**config.mk**
```make
export PLATFORM = sky130hd
export DESIGN_NAME = mem_b_to_a_ctrl
export DESIGN_NICKNAME = d
export VERILOG_FILES = /design/src/rtl/mem_b_to_a_ctrl_pkg.sv /design/src/rtl/mem_b_to_a_ctrl_cnt.sv /design/src/rtl/mem_b_to_a_ctrl.sv
export SDC_FILE = /design/constraint.sdc
export NUM_CORES = 1
export LEC_CHECK = 0
export BUFFER_PORTS_ARGS = -buffer_cell sky130_fd_sc_hd__buf_4
export CORE_UTILIZATION = 30
export DETAILED_ROUTE_END_ITERATION = 10
export GPL_TIMING_DRIVEN = 0
export PLACE_DENSITY = 0.5
export SLEW_MARGIN = 20
export SYNTH_ARGS = -nofsm -noshare
export SYNTH_HDL_FRONTEND = slang
export SYNTH_SLANG_ARGS = --single-unit
```
**constraint.sdc**
```tcl
create_clock -name Clk -period 1.5 [get_ports Clk]
set_input_delay 0.45 -clock Clk [delete_from_list [all_inputs] [get_ports Clk]]
set_output_delay 0.45 -clock Clk [all_outputs]
set_load 0.05 [all_outputs]
```
**src/rtl/mem_b_to_a_ctrl_pkg.sv**
```systemverilog
// Shared constants for the memory B to memory A return-path controller.
package mem_b_to_a_ctrl_pkg;

  localparam int unsigned DEF_WORDS    = 8;
  localparam int unsigned DEF_CNT_BITS = 3;

  // Cycles spent in READ waiting for memory B data to settle.
  localparam int unsigned READ_SETTLE = 1;

  // One-hot state bit indices.
  localparam int unsigned N_STATES = 7;
  localparam int unsigned I_IDLE   = 0;
  localparam int unsigned I_CLR    = 1;
  localparam int unsigned I_READ   = 2;
  localparam int unsigned I_WRITE  = 3;
  localparam int unsigned I_ADV    = 4;
  localparam int unsigned I_DONE   = 5;
  localparam int unsigned I_ABRT   = 6;

  typedef enum logic [N_STATES-1:0] {
    S_IDLE  = 7'(1 << I_IDLE),
    S_CLR   = 7'(1 << I_CLR),
    S_READ  = 7'(1 << I_READ),
    S_WRITE = 7'(1 << I_WRITE),
    S_ADV   = 7'(1 << I_ADV),
    S_DONE  = 7'(1 << I_DONE),
    S_ABRT  = 7'(1 << I_ABRT)
  } state_t;

  // Start edge to Done pulse latency for a full transfer of the given size.
  function automatic int unsigned xfer_latency(input int unsigned words);
    return words * (READ_SETTLE + 2) + 2;
  endfunction

endpackage

```
**src/rtl/mem_b_to_a_ctrl_cnt.sv**
```systemverilog
// Word counter: async reset, sync clear, load, sequence restart and enable.
module mem_b_to_a_ctrl_cnt #(
  parameter int unsigned COUNT_BITS = 3
) (
  input  logic                  clk,
  input  logic                  rst_n,
  input  logic                  rst,
  input  logic                  en,
  input  logic                  ld,
  input  logic [COUNT_BITS-1:0] ld_val,
  input  logic                  start_seq,
  output logic [COUNT_BITS-1:0] count
);

  // Count register; clear wins over load, load over restart, restart over increment.
  always_ff @(posedge clk or negedge rst_n) begin
    if (!rst_n) begin
      count <= '0;
    end else if (rst) begin
      count <= '0;
    end else if (ld) begin
      count <= ld_val;
    end else if (start_seq) begin
      count <= '0;
    end else if (en) begin
      count <= count + COUNT_BITS'(1);
    end
  end

endmodule

```
**src/rtl/mem_b_to_a_ctrl.sv**
```systemverilog
// Return-path controller: copies WORDS words from memory B into memory A.
module mem_b_to_a_ctrl
  import mem_b_to_a_ctrl_pkg::*;
#(
  parameter int unsigned WORDS    = DEF_WORDS,
  parameter int unsigned CNT_BITS = DEF_CNT_BITS
) (
  input  logic Clk,
  input  logic Reset,
  input  logic Start,
  input  logic Abort,
  output logic ClrA,
  output logic ClrB,
  output logic IncA,
  output logic IncB,
  output logic WEA,
  output logic Busy,
  output logic Done,
  output logic Aborted
);

  state_t              state;
  state_t              state_nx;
  logic [CNT_BITS-1:0] count;
  logic                last_c;

  assign last_c = (count == CNT_BITS'(WORDS - 1));

  // Word index; cleared while in CLR, stepped in ADV unless this was the last word.
  mem_b_to_a_ctrl_cnt #(
    .COUNT_BITS(CNT_BITS)
  ) u_cnt (
    .clk      (Clk),
    .rst_n    (Reset),
    .rst      (state[I_CLR]),
    .en       (state[I_ADV] & ~last_c),
    .ld       (1'b0),
    .ld_val   ('0),
    .start_seq(1'b0),
    .count    (count)
  );

  // State register.
  always_ff @(posedge Clk or negedge Reset) begin
    if (!Reset) begin
      state <= S_IDLE;
    end else begin
      state <= state_nx;
    end
  end

  // Next state; Abort beats every other exit from CLR/READ/WRITE/ADV.
  always_comb begin
    state_nx = state;
    case (state)
      S_IDLE:  if (Start) state_nx = S_CLR;
      S_CLR:   state_nx = Abort ? S_ABRT : S_READ;
      S_READ:  state_nx = Abort ? S_ABRT : S_WRITE;
      S_WRITE: state_nx = Abort ? S_ABRT : S_ADV;
      S_ADV: begin
        if (Abort)       state_nx = S_ABRT;
        else if (last_c) state_nx = S_DONE;
        else             state_nx = S_READ;
      end
      S_DONE:  state_nx = S_IDLE;
      S_ABRT:  state_nx = S_IDLE;
      default: state_nx = S_IDLE;
    endcase
  end

  // Each output is a single state flop, so nothing glitches.
  assign ClrA    = state[I_CLR];
  assign ClrB    = state[I_CLR];
  assign WEA     = state[I_WRITE];
  assign IncA    = state[I_ADV];
  assign IncB    = state[I_ADV];
  assign Done    = state[I_DONE];
  assign Aborted = state[I_ABRT];
  assign Busy    = ~state[I_IDLE];

endmodule

```
==> run_results.csv <==
group,metric,value,unit
detailed_routing,drt_iter0_drc,8,
critical_path,worstSetupEndpointType,"flip-flop",
placement,port_buffers,11,
detailed_routing,route.detailed.drc,0,
yosys,ys_top_cells_by_area,"dfrtp_1 45%, dfstp_2 5.3%, ha_1 5.0%",
critical_path,required,1680,ps
sta,tightest_slew,358,ps
critical_path,cp-startpoint,"state[1]$_DFFE_PN0P_",
sta,setup_ws,-29.7,ps
clock_network,cts_hold_buf,0,
critical_path,start_kind,"flip-flop",
die,fp.dieW,42.8,µm
detailed_routing,via_per_inst,4.93,
global_route,first_global_vias,347,
critical_path,path_max_fanout,4,
layout,nFillCells,152,
critical_path,r2r_setup_slack,-30,ps
yosys,ys.flop_type,"dfrtp_1",
layout,num-nets-final,71,
yosys,synth_cell_types,23,
critical_path,crit_arrival,1710,ps
sta,setup_violations,1,
placement,place_area,607,µm²
clock_network,htree_levels,1,
yosys,synth_top_area_share,45.0,%
layout,antennaDiodeCount,0,
yosys,seq_area_frac_synth,50.2,%
global_route,antenna_found_initial,0,
yosys,async_flop_share,100,%
detailed_routing,drtPass1Iterations,3,
layout,final_cell_area,686,µm²
yosys,syn_area_per_cell,11.1,µm²
global_route,grt_overflow,0,
pwr,power_density,1420,nW/µm²
clock_network,cts_buffer_depth,2,
yosys,yosysTopAreaCell,"dfrtp_1",
run,maxCapViolCount,0,
sta,final-max-slew-violation-count,0,
global_route,grt_use_total,11.1,%
die,io_pins,12,
detailed_routing,ant_nets,0,
sta,hold_violations,0,
layout,syn_to_final_growth,37.0,%
sta,rsz0062_at_grt,"yes",
critical_path,r2r-end,"state[2]$_DFFE_PN0P_",
yosys,ys_warn_count,0,
die,num_rows,14,
sta,maxSlewHeadroom,76.0,%
pwr,p_leak,0.368,nW
die,core,1520,µm²
detailed_routing,totalWireLength,991,µm
clock_network,cts_buffers,3,
layout,drive_gt1_share,48.4,%
die,die_h,42.8,µm
placement,place_congestion,0.713,
yosys,syn-cell-area,500,µm²
critical_path,critical_path.endpoint,"state[2]$_DFFE_PN0P_",
critical_path,reg2reg_from,"state[1]$_DFFE_PN0P_",
die,die_area,1840,µm²
critical_path,reg2reg_depth,3,
detailed_routing,wire_per_inst,12.4,µm
global_route,grt_pass1_wl,1480,µm
yosys,syn-num-nets,51,
die,start_util,32.8,%
sta,whs,5.73,ps
yosys,yosysMostFrequentCell,"dfrtp_1",
pwr,ir_drop,0.720,mV
sta,skew,0.605,ps
yosys,synthTopCellsByCount,"9 x dfrtp_1, 6 x nor2_1, 3 x and3_1",
sta,fmax,654,MHz
clock_network,root_buffer,"clkbuf_4",
placement,dp_slack,-43.6,ps
clock_network,cts_tree,"built",
critical_path,worst-setup-path-type,"reg -> reg",
global_route,grt_max_degree,11,
outcome,violations,"negative setup slack",
outcome,status,"finished with violations",
detailed_routing,vias,394,
yosys,synth_seq_cells,10,
sta,period_needed,1530,ps
clock_network,clock_sinks,10,
clock_network,clkLatencyLatePin,260,ps
yosys,synthCells,45,
sta,finalCritPeriodShare,102,%
worst_hold_path,min_path_type,"in -> async",
placement,dpl.hpwl,654,µm
yosys,synth_edf_count,0,
clock_network,cts.clk_slew.worst_paths,70,ps
[worst min path at each step]
stage,from,slack (ps),cells past startpoint,end
3_3_place_gp,Reset,290,1,state[2]$_DFFE_PN0P_
5_1_grt,Reset,2,1,u_cnt.count[0]$_DFFE_PN0P_
6_report,Reset,6,1,state[3]$_DFFE_PN0P_
3_5_place_dp,Reset,290,1,state[2]$_DFFE_PN0P_
2_1_floorplan,Reset,150,0,state[1]$_DFFE_PN0P_
4_1_cts,Reset,3,1,state[2]$_DFFE_PN0P_
[flip-flops by register name (all words and copies together), names as in the netlist]
signal	cells
u_cnt.count	3
state	7
[metrics by stage]
step	utilization, %	power, mW	TNS [ps]	instances
finish	45.0	0.973	-29.7	80
detailed placement	39.8	0.706	-43.6	72
global route	45.0	1.02	-72.3	80
floorplan	-	0.605	-137	45
global placement	39.8	0.706	-47.6	72
CTS	43.7	0.962	-46.9	79
[power by group]
part | leakage [nW] | switching, mW | internal (mW)
clock network | 0.0210 | 0.0893 | 0.147
registers | 0.130 | 0.0279 | 0.309
logic | 0.217 | 0.242 | 0.157
total | 0.368 | 0.360 | 0.613
[routing by layer]
layer | track usage [%] | share of wire [%]
met1 | 14.5 | 46
met4 | 5.63 | 0.40
met2 | 16.1 | 50
met3 | 3.83 | 3.2
met5 | 0 | 0
[kinds of logic (layout without fill, tap and decap cells)]
| group | after synthesis | count (layout) | share of synthesized area [%] |
|---|---|---|---|
| buffers and inverters | 5 | 24 | 6.75 |
| DFF | 10 | 10 | 50.3 |
| adders and majority gates | 2 | 2 | 5.00 |
| AOI/OAI and AO/OA | 3 | 3 | 5.00 |
| xor gates and xnor gates | 2 | 2 | 3.50 |
| and+or+nand+nor | 21 | 21 | 25.5 |
| muxes | 2 | 2 | 4.00 |
[layout make-up]
type | count | area, µm² | area share, %
Multi-Input combinational cell | 30 | 228 | 33.2
Buffer | 2 | 15.0 | 2.19
Clock buffer | 4 | 36.3 | 5.29
Inverter | 2 | 7.51 | 1.09
Sequential cell | 10 | 255 | 37.2
Timing Repair Buffer | 16 | 124 | 18.1
Tap cell | 16 | 20.0 | 2.92
[critical path, cell delays in order, from the launching register on]
cell      delay, ps
dfrtp_2         430
or4b_4          550
or3_1           360
a21boi_1        130
[timing repair]
item,CTS,global route
pin swaps,1,3
setup endpoints to repair,2,4
gates resized for setup,0,3
setup buffers,3,2
[cell usage in the layout (no fill, tap or decap), types with 2 or more instances in the layout]
cell type / instances
nor3_1: 2
nor4b_2: 2
ha_1: 2
inv_1: 2
xor2_1: 2
nor2_1: 6
dfrtp_2: 3
clkbuf_4: 3
mux2i_1: 2
and3_1: 3
dfrtp_1: 6
buf_4: 17
(Power assumes the default switching activity.)
